**config.mk**
```make
export PLATFORM = sky130hd
export DESIGN_NAME = hyperbus_burst_splitter
export DESIGN_NICKNAME = d
export VERILOG_FILES = /design/src/rtl/hyperbus_pkg.sv /design/src/rtl/hyperbus_burst_splitter.sv
export SDC_FILE = /design/constraint.sdc
export NUM_CORES = 1
export LEC_CHECK = 0
export ABC_AREA = 1
export CAP_MARGIN = 20
export CORE_ASPECT_RATIO = 0.75
export CORE_MARGIN = 2
export CORE_UTILIZATION = 58
export CTS_CLUSTER_DIAMETER = 30
export DETAILED_ROUTE_END_ITERATION = 8
export GPL_TIMING_DRIVEN = 0
export PLACE_DENSITY_LB_ADDON = 0.08
export SYNTH_ARGS = -nofsm -noshare
export SYNTH_HDL_FRONTEND = slang
export SYNTH_SLANG_ARGS = --single-unit
```
**constraint.sdc**
```tcl
create_clock -name clk_i -period 10.85 [get_ports clk_i]
set_input_delay 2.17 -clock clk_i [delete_from_list [all_inputs] [get_ports clk_i]]
set_output_delay 2.17 -clock clk_i [all_outputs]
set_load 0.005 [all_outputs]
```
**src/rtl/hyperbus_pkg.sv**
```systemverilog
// Shared types and the chunk-size helper for the HyperBus burst splitter.
package hyperbus_pkg;

  typedef enum logic {
    ST_IDLE  = 1'b0,
    ST_ISSUE = 1'b1
  } split_state_e;

  // Fields are sized for the widest supported build; the top slices them down.
  typedef struct packed {
    logic [7:0]  cs;
    logic [31:0] addr;
    logic [15:0] len;
    logic        write;
    logic        last;
  } txn_t;

  // Words to emit next: stop at the next MaxBurst-aligned boundary or at the end.
  function automatic logic [31:0] calc_chunk(input logic [31:0] word_addr,
                                             input logic [31:0] remaining,
                                             input int unsigned mb_log2);
    logic [31:0] span;
    logic [31:0] room;
    span = 32'd1 << mb_log2;
    room = span - (word_addr & (span - 32'd1));
    return (remaining < room) ? remaining : room;
  endfunction

endpackage

```
**src/rtl/hyperbus_burst_splitter.sv**
```systemverilog
// Cuts linear word bursts into MaxBurst-aligned, chip-local HyperBus transactions.
// Optional request/split counters are built when HYPERBUS_SPLIT_STATS_EN is defined.
module hyperbus_burst_splitter
  import hyperbus_pkg::*;
#(
  parameter int AddrWidth    = 32,
  parameter int LenWidth     = 16,
  parameter int NumChips     = 2,
  parameter int ChipSizeLog2 = 23,
  parameter int MaxBurstLog2 = 8,
  localparam int CsW = (NumChips > 1) ? $clog2(NumChips) : 1
) (
  input  logic                    clk_i,
  input  logic                    rst_i,
  input  logic                    req_valid_i,
  output logic                    req_ready_o,
  input  logic [AddrWidth-1:0]    req_addr_i,
  input  logic [LenWidth-1:0]     req_len_i,
  input  logic                    req_write_i,
  output logic                    txn_valid_o,
  input  logic                    txn_ready_i,
  output logic [CsW-1:0]          txn_cs_o,
  output logic [ChipSizeLog2-2:0] txn_addr_o,
  output logic [MaxBurstLog2-1:0] txn_len_o,
  output logic                    txn_write_o,
`ifdef HYPERBUS_SPLIT_STATS_EN
  output logic [31:0]             stat_req_o,
  output logic [31:0]             stat_split_o,
`endif
  output logic                    txn_last_o
);

  localparam int WaW  = AddrWidth - 1;
  localparam int RemW = LenWidth + 1;
  localparam int LocW = ChipSizeLog2 - 1;

  split_state_e    state_q, state_d;
  logic [WaW-1:0]  word_addr_q, word_addr_d;
  logic [RemW-1:0] remaining_q, remaining_d;
  logic            write_q, write_d;

  logic [31:0]     chunk;
  logic [WaW-1:0]  cs_shift;
  txn_t            txn;

  always_comb begin
    state_d     = state_q;
    word_addr_d = word_addr_q;
    remaining_d = remaining_q;
    write_d     = write_q;
    txn         = '0;
    chunk       = calc_chunk(32'(word_addr_q), 32'(remaining_q), MaxBurstLog2);
    cs_shift    = word_addr_q >> LocW;

    // Fields are forced to zero outside ISSUE so idle outputs match reset.
    if (state_q == ST_ISSUE) begin
      txn.cs    = (NumChips > 1) ? 8'(cs_shift[CsW-1:0]) : 8'd0;
      txn.addr  = 32'(word_addr_q[LocW-1:0]);
      txn.len   = 16'(chunk - 32'd1);
      txn.write = write_q;
      txn.last  = (chunk == 32'(remaining_q));
    end

    unique case (state_q)
      ST_IDLE: begin
        if (req_valid_i) begin
          word_addr_d = req_addr_i[AddrWidth-1:1];
          remaining_d = RemW'(req_len_i) + RemW'(1);
          write_d     = req_write_i;
          state_d     = ST_ISSUE;
        end
      end
      ST_ISSUE: begin
        if (txn_ready_i) begin
          word_addr_d = word_addr_q + WaW'(chunk);
          remaining_d = remaining_q - RemW'(chunk);
          if (txn.last) state_d = ST_IDLE;
        end
      end
      default: state_d = ST_IDLE;
    endcase
  end

  always_ff @(posedge clk_i) begin
    if (rst_i) begin
      state_q     <= ST_IDLE;
      word_addr_q <= '0;
      remaining_q <= '0;
      write_q     <= 1'b0;
    end else begin
      state_q     <= state_d;
      word_addr_q <= word_addr_d;
      remaining_q <= remaining_d;
      write_q     <= write_d;
    end
  end

  assign req_ready_o = (state_q == ST_IDLE);
  assign txn_valid_o = (state_q == ST_ISSUE);
  assign txn_cs_o    = txn.cs[CsW-1:0];
  assign txn_addr_o  = txn.addr[LocW-1:0];
  assign txn_len_o   = txn.len[MaxBurstLog2-1:0];
  assign txn_write_o = txn.write;
  assign txn_last_o  = txn.last;

  logic unused_bits;
  assign unused_bits = ^{req_addr_i[0], txn.cs, txn.addr, txn.len, cs_shift};

`ifdef HYPERBUS_SPLIT_STATS_EN
  logic [31:0] stat_req_q, stat_req_d;
  logic [31:0] stat_split_q, stat_split_d;

  always_comb begin
    stat_req_d   = stat_req_q;
    stat_split_d = stat_split_q;
    if (req_valid_i && req_ready_o) stat_req_d = stat_req_q + 32'd1;
    if (txn_valid_o && txn_ready_i && !txn_last_o) stat_split_d = stat_split_q + 32'd1;
  end

  always_ff @(posedge clk_i) begin
    if (rst_i) begin
      stat_req_q   <= '0;
      stat_split_q <= '0;
    end else begin
      stat_req_q   <= stat_req_d;
      stat_split_q <= stat_split_d;
    end
  end

  assign stat_req_o   = stat_req_q;
  assign stat_split_o = stat_split_q;
`endif

endmodule

```
==> reports/qor.csv <==
stage;metric;value;unit
global_routing;grt_pass1_wl;23.8;mm
timing;setup_viol_count_final;0;
timing;skew;15.2;ps
setup_path;slowest_delay;610;ps
pwr;power.density;146;mW/mm^2
clock_tree;cts_hold_buf;0;
yosys;syn_area;0.00450;sq mm
clock_tree;clkTransAtPathRegs;110;ps
pwr;leakage;2.73;nW
yosys;yosys_most_used_dff;dfxtp_1;
yosys;synth_edf_count;0;
final_layout;area_growth;22.8;%
route;drc;0;
global_routing;grt_usage;0.357;
yosys;synth_cell_types;42;
timing;tightest_slew;773;ps
final_layout;drive_above_1_share;0.0543;
yosys;synth-async-reset-ratio;0;
final_layout;final_util;0.743;
placed_design;placed_cell_area;0.00543;sq mm
setup_path;crit_chain;inv_1, ha_1, nand2_1, nor4_1, xor2_1, ha_1, nand2_1, nor2_1, nor3_1, nand2_1, nand2_1, nand2_2, buf_6, inv_1, nand2_1, o21ai_2, inv_1, ha_1, nand2_1, nor3_1, nand4_1, nor4_1, clkdlybuf4s50_1;
floorplan;dieArea;0.00848;sq mm
global_routing;antenna_found_initial;0;
setup_path;cpMostUsedCell;nand2_1;
final_layout;nNetsFinal;920;
setup_path;worstPathArrival;5070;ps
final_layout;n_antenna_cell;0;
timing;final_hold_viol_count;0;
timing;fin_crit;7240;ps
global_routing;grt_max_degree;16;
yosys;ys_top_cells_by_count;nand2_1, inv_1, a21oi_1;
setup_path;crit_type;reg -> out;
route;wl_per_cell;16.1;microns
pwr;vdd_ir_drop_max;0.0843;mV
placed_design;hpwl;11.5;mm
yosys;synth_area_per_cell;6.11;sq um
placed_design;finalWeightedCongestion;0.952;
yosys;yosysTopAreaCell;dfxtp_1;
floorplan;fp.dieH;80.3;microns
setup_path;slowest_stage;clkdlybuf4s50_1;
final_layout;final_area;0.00552;sq mm
setup_path;cp_max_fo;10;
clock_tree;cts_resized;0;
clock_tree;clockBufferDepth;2;
timing;rsz0062_at_grt;false;
placed_design;place_ws;4110;ps
yosys;synthMostInstantiatedCell;nand2_1;
global_routing;grt_pass1_vias;4910;
flow_run;maxCapViolations;0;
min_path;hold_class;reg -> reg;
floorplan;io_pins;88;
clock_tree;cts_tree;yes;
timing;hold_slack;507;ps
route;wirelength;15.0;mm
clock_tree;cts.sink_count;42;
yosys;yosys_warnings;0;
clock_tree;h-tree-depth;2;
timing;fmax;138;MHz
timing;worst_slack;3610;ps
route;vias;5394;
final_layout;nFillCells;633;
route;drt_iter0_drc;524;
clock_tree;clk_latency;330;ps
yosys;synth.area.top_cells;dfxtp_1, nand2_1, ha_1, inv_1, a21oi_1;
timing;timing.final.max_slew_violations;0;
floorplan;num_rows;27;
placed_design;io_buffers;78;
floorplan;start_util;0.605;
setup_path;r2r_cells;25;
clock_tree;cts_setup_buffers;0;
setup_path;worst_setup_path_end_kind;primary output;
floorplan;core;0.00743;sq mm
timing;final.setup.tns;0;ps
yosys;synth_top_area_frac;0.187;
run_status;status;finished, final reports clean;
clock_tree;cts_inserted_buffers;5;
timing;final.period_utilization;0.667;
setup_path;critPathLaunchType;flip-flop;
yosys;synth_seq_area_share;0.187;
clock_tree;cts_root_buf;clkbuf_8;
route;ant_nets;0;
setup_path;cp.required;8680;ps
min_path;min_path_cells;2;
floorplan;die_w;106;microns
yosys;synth-seq-cells;42;
global_routing;grt_overflow;0;
route;viasPerCell;5.80;
timing;slew_headroom;0.485;
route;dr.pass1.iters;5;
yosys;synthCells;736;
critical path: cells and delay by family, from the launching register on:
family	cells	cell delay, ps
simple gates	13	2110
buf+inv	5	1060
fa+ha+maj	3	820
flops	1	400
xor+xnor	1	230
compound gates	1	120
worst paths after layout:
kind                                                   start                           end  slack, ps
worst min-delay path            word_addr_q[15]$_SDFFE_PP0P_  word_addr_q[15]$_SDFFE_PP0P_        510
worst max-delay path             word_addr_q[1]$_SDFFE_PP0P_                    txn_last_o       3610
worst min register to register  word_addr_q[15]$_SDFFE_PP0P_  word_addr_q[15]$_SDFFE_PP0P_        510
worst max register to register   word_addr_q[1]$_SDFFE_PP0P_  word_addr_q[21]$_SDFFE_PP0P_       6160
flip-flops by register name, summed over array words and instances, names as in the netlist:
| name | flops |
|---|---|
| remaining_q | 17 |
| txn_valid_o | 1 |
| word_addr_q | 23 |
| write_q | 1 |
kinds of logic after synthesis:
family,count (synthesis),share of synthesized area
AND/OR/NAND/NOR,332,0.327
AO/OA/AOI/OAI,173,0.213
buffers and inverters,121,0.106
flip-flops,42,0.187
adder cells (fa/ha/maj),39,0.112
XOR/XNOR,28,0.0545
other,1,0.000834
layout make-up:
class | instances | area, sq um | share of cell area
clock inverters | 3 | 25.0 | 0.00453
plain buffers | 25 | 115 | 0.0208
flip-flops and latches | 42 | 841 | 0.152
well taps | 101 | 126 | 0.0229
repair buffers | 78 | 781 | 0.141
multi-input cells | 580 | 3210 | 0.581
clock buffers | 5 | 68.8 | 0.0125
inverters | 96 | 360 | 0.0652
stage by stage:
step / cells / total power [W]
2_1_floorplan: 743 / 0.000539
3_3_place_gp: 922 / 0.000662
3_5_place_dp: 922 / 0.000674
4_1_cts: 930 / 0.000790
5_1_grt: 930 / 0.000867
6_report: 930 / 0.000806
per-layer routing:
layer	part of all wire	vias up	global-route usage
li1	-	2622	-
met1	0.43	2409	0.496
met2	0.43	333	0.567
met3	0.12	30	0.0593
met4	0.017	0	0.109
met5	0	-	0
report_power, final:
group / total [W] / internal, W / switching, W
registers: 0.000194 / 0.000171 / 0.0000230
logic: 0.000494 / 0.000189 / 0.000305
clock network: 0.000118 / 0.0000467 / 0.0000717
layout by cell type (no fill, tap or decap), types with 4 or more instances in the layout:
cell | netlist | layout
clkbuf_1 | 12 | 12
clkdlybuf4s50_1 | 0 | 78
nor2_2 | 4 | 4
o22ai_1 | 6 | 6
ha_1 | 37 | 37
a21o_1 | 4 | 4
o21a_1 | 4 | 4
o211ai_1 | 6 | 6
or2_2 | 7 | 7
nand3b_1 | 5 | 5
a31oi_1 | 9 | 9
clkbuf_8 | 0 | 5
xnor2_1 | 6 | 6
xor2_1 | 22 | 22
nand2_1 | 164 | 164
buf_2 | 5 | 5
nand4_1 | 9 | 9
o21ai_0 | 61 | 61
nand3_1 | 55 | 55
dfxtp_1 | 42 | 42
nor2_1 | 62 | 62
buf_1 | 6 | 6
conb_1 | 1 | 8
nand2_2 | 9 | 9
nor3_1 | 9 | 9
inv_1 | 93 | 93
a21oi_1 | 69 | 69
(Power assumes the default switching activity.)
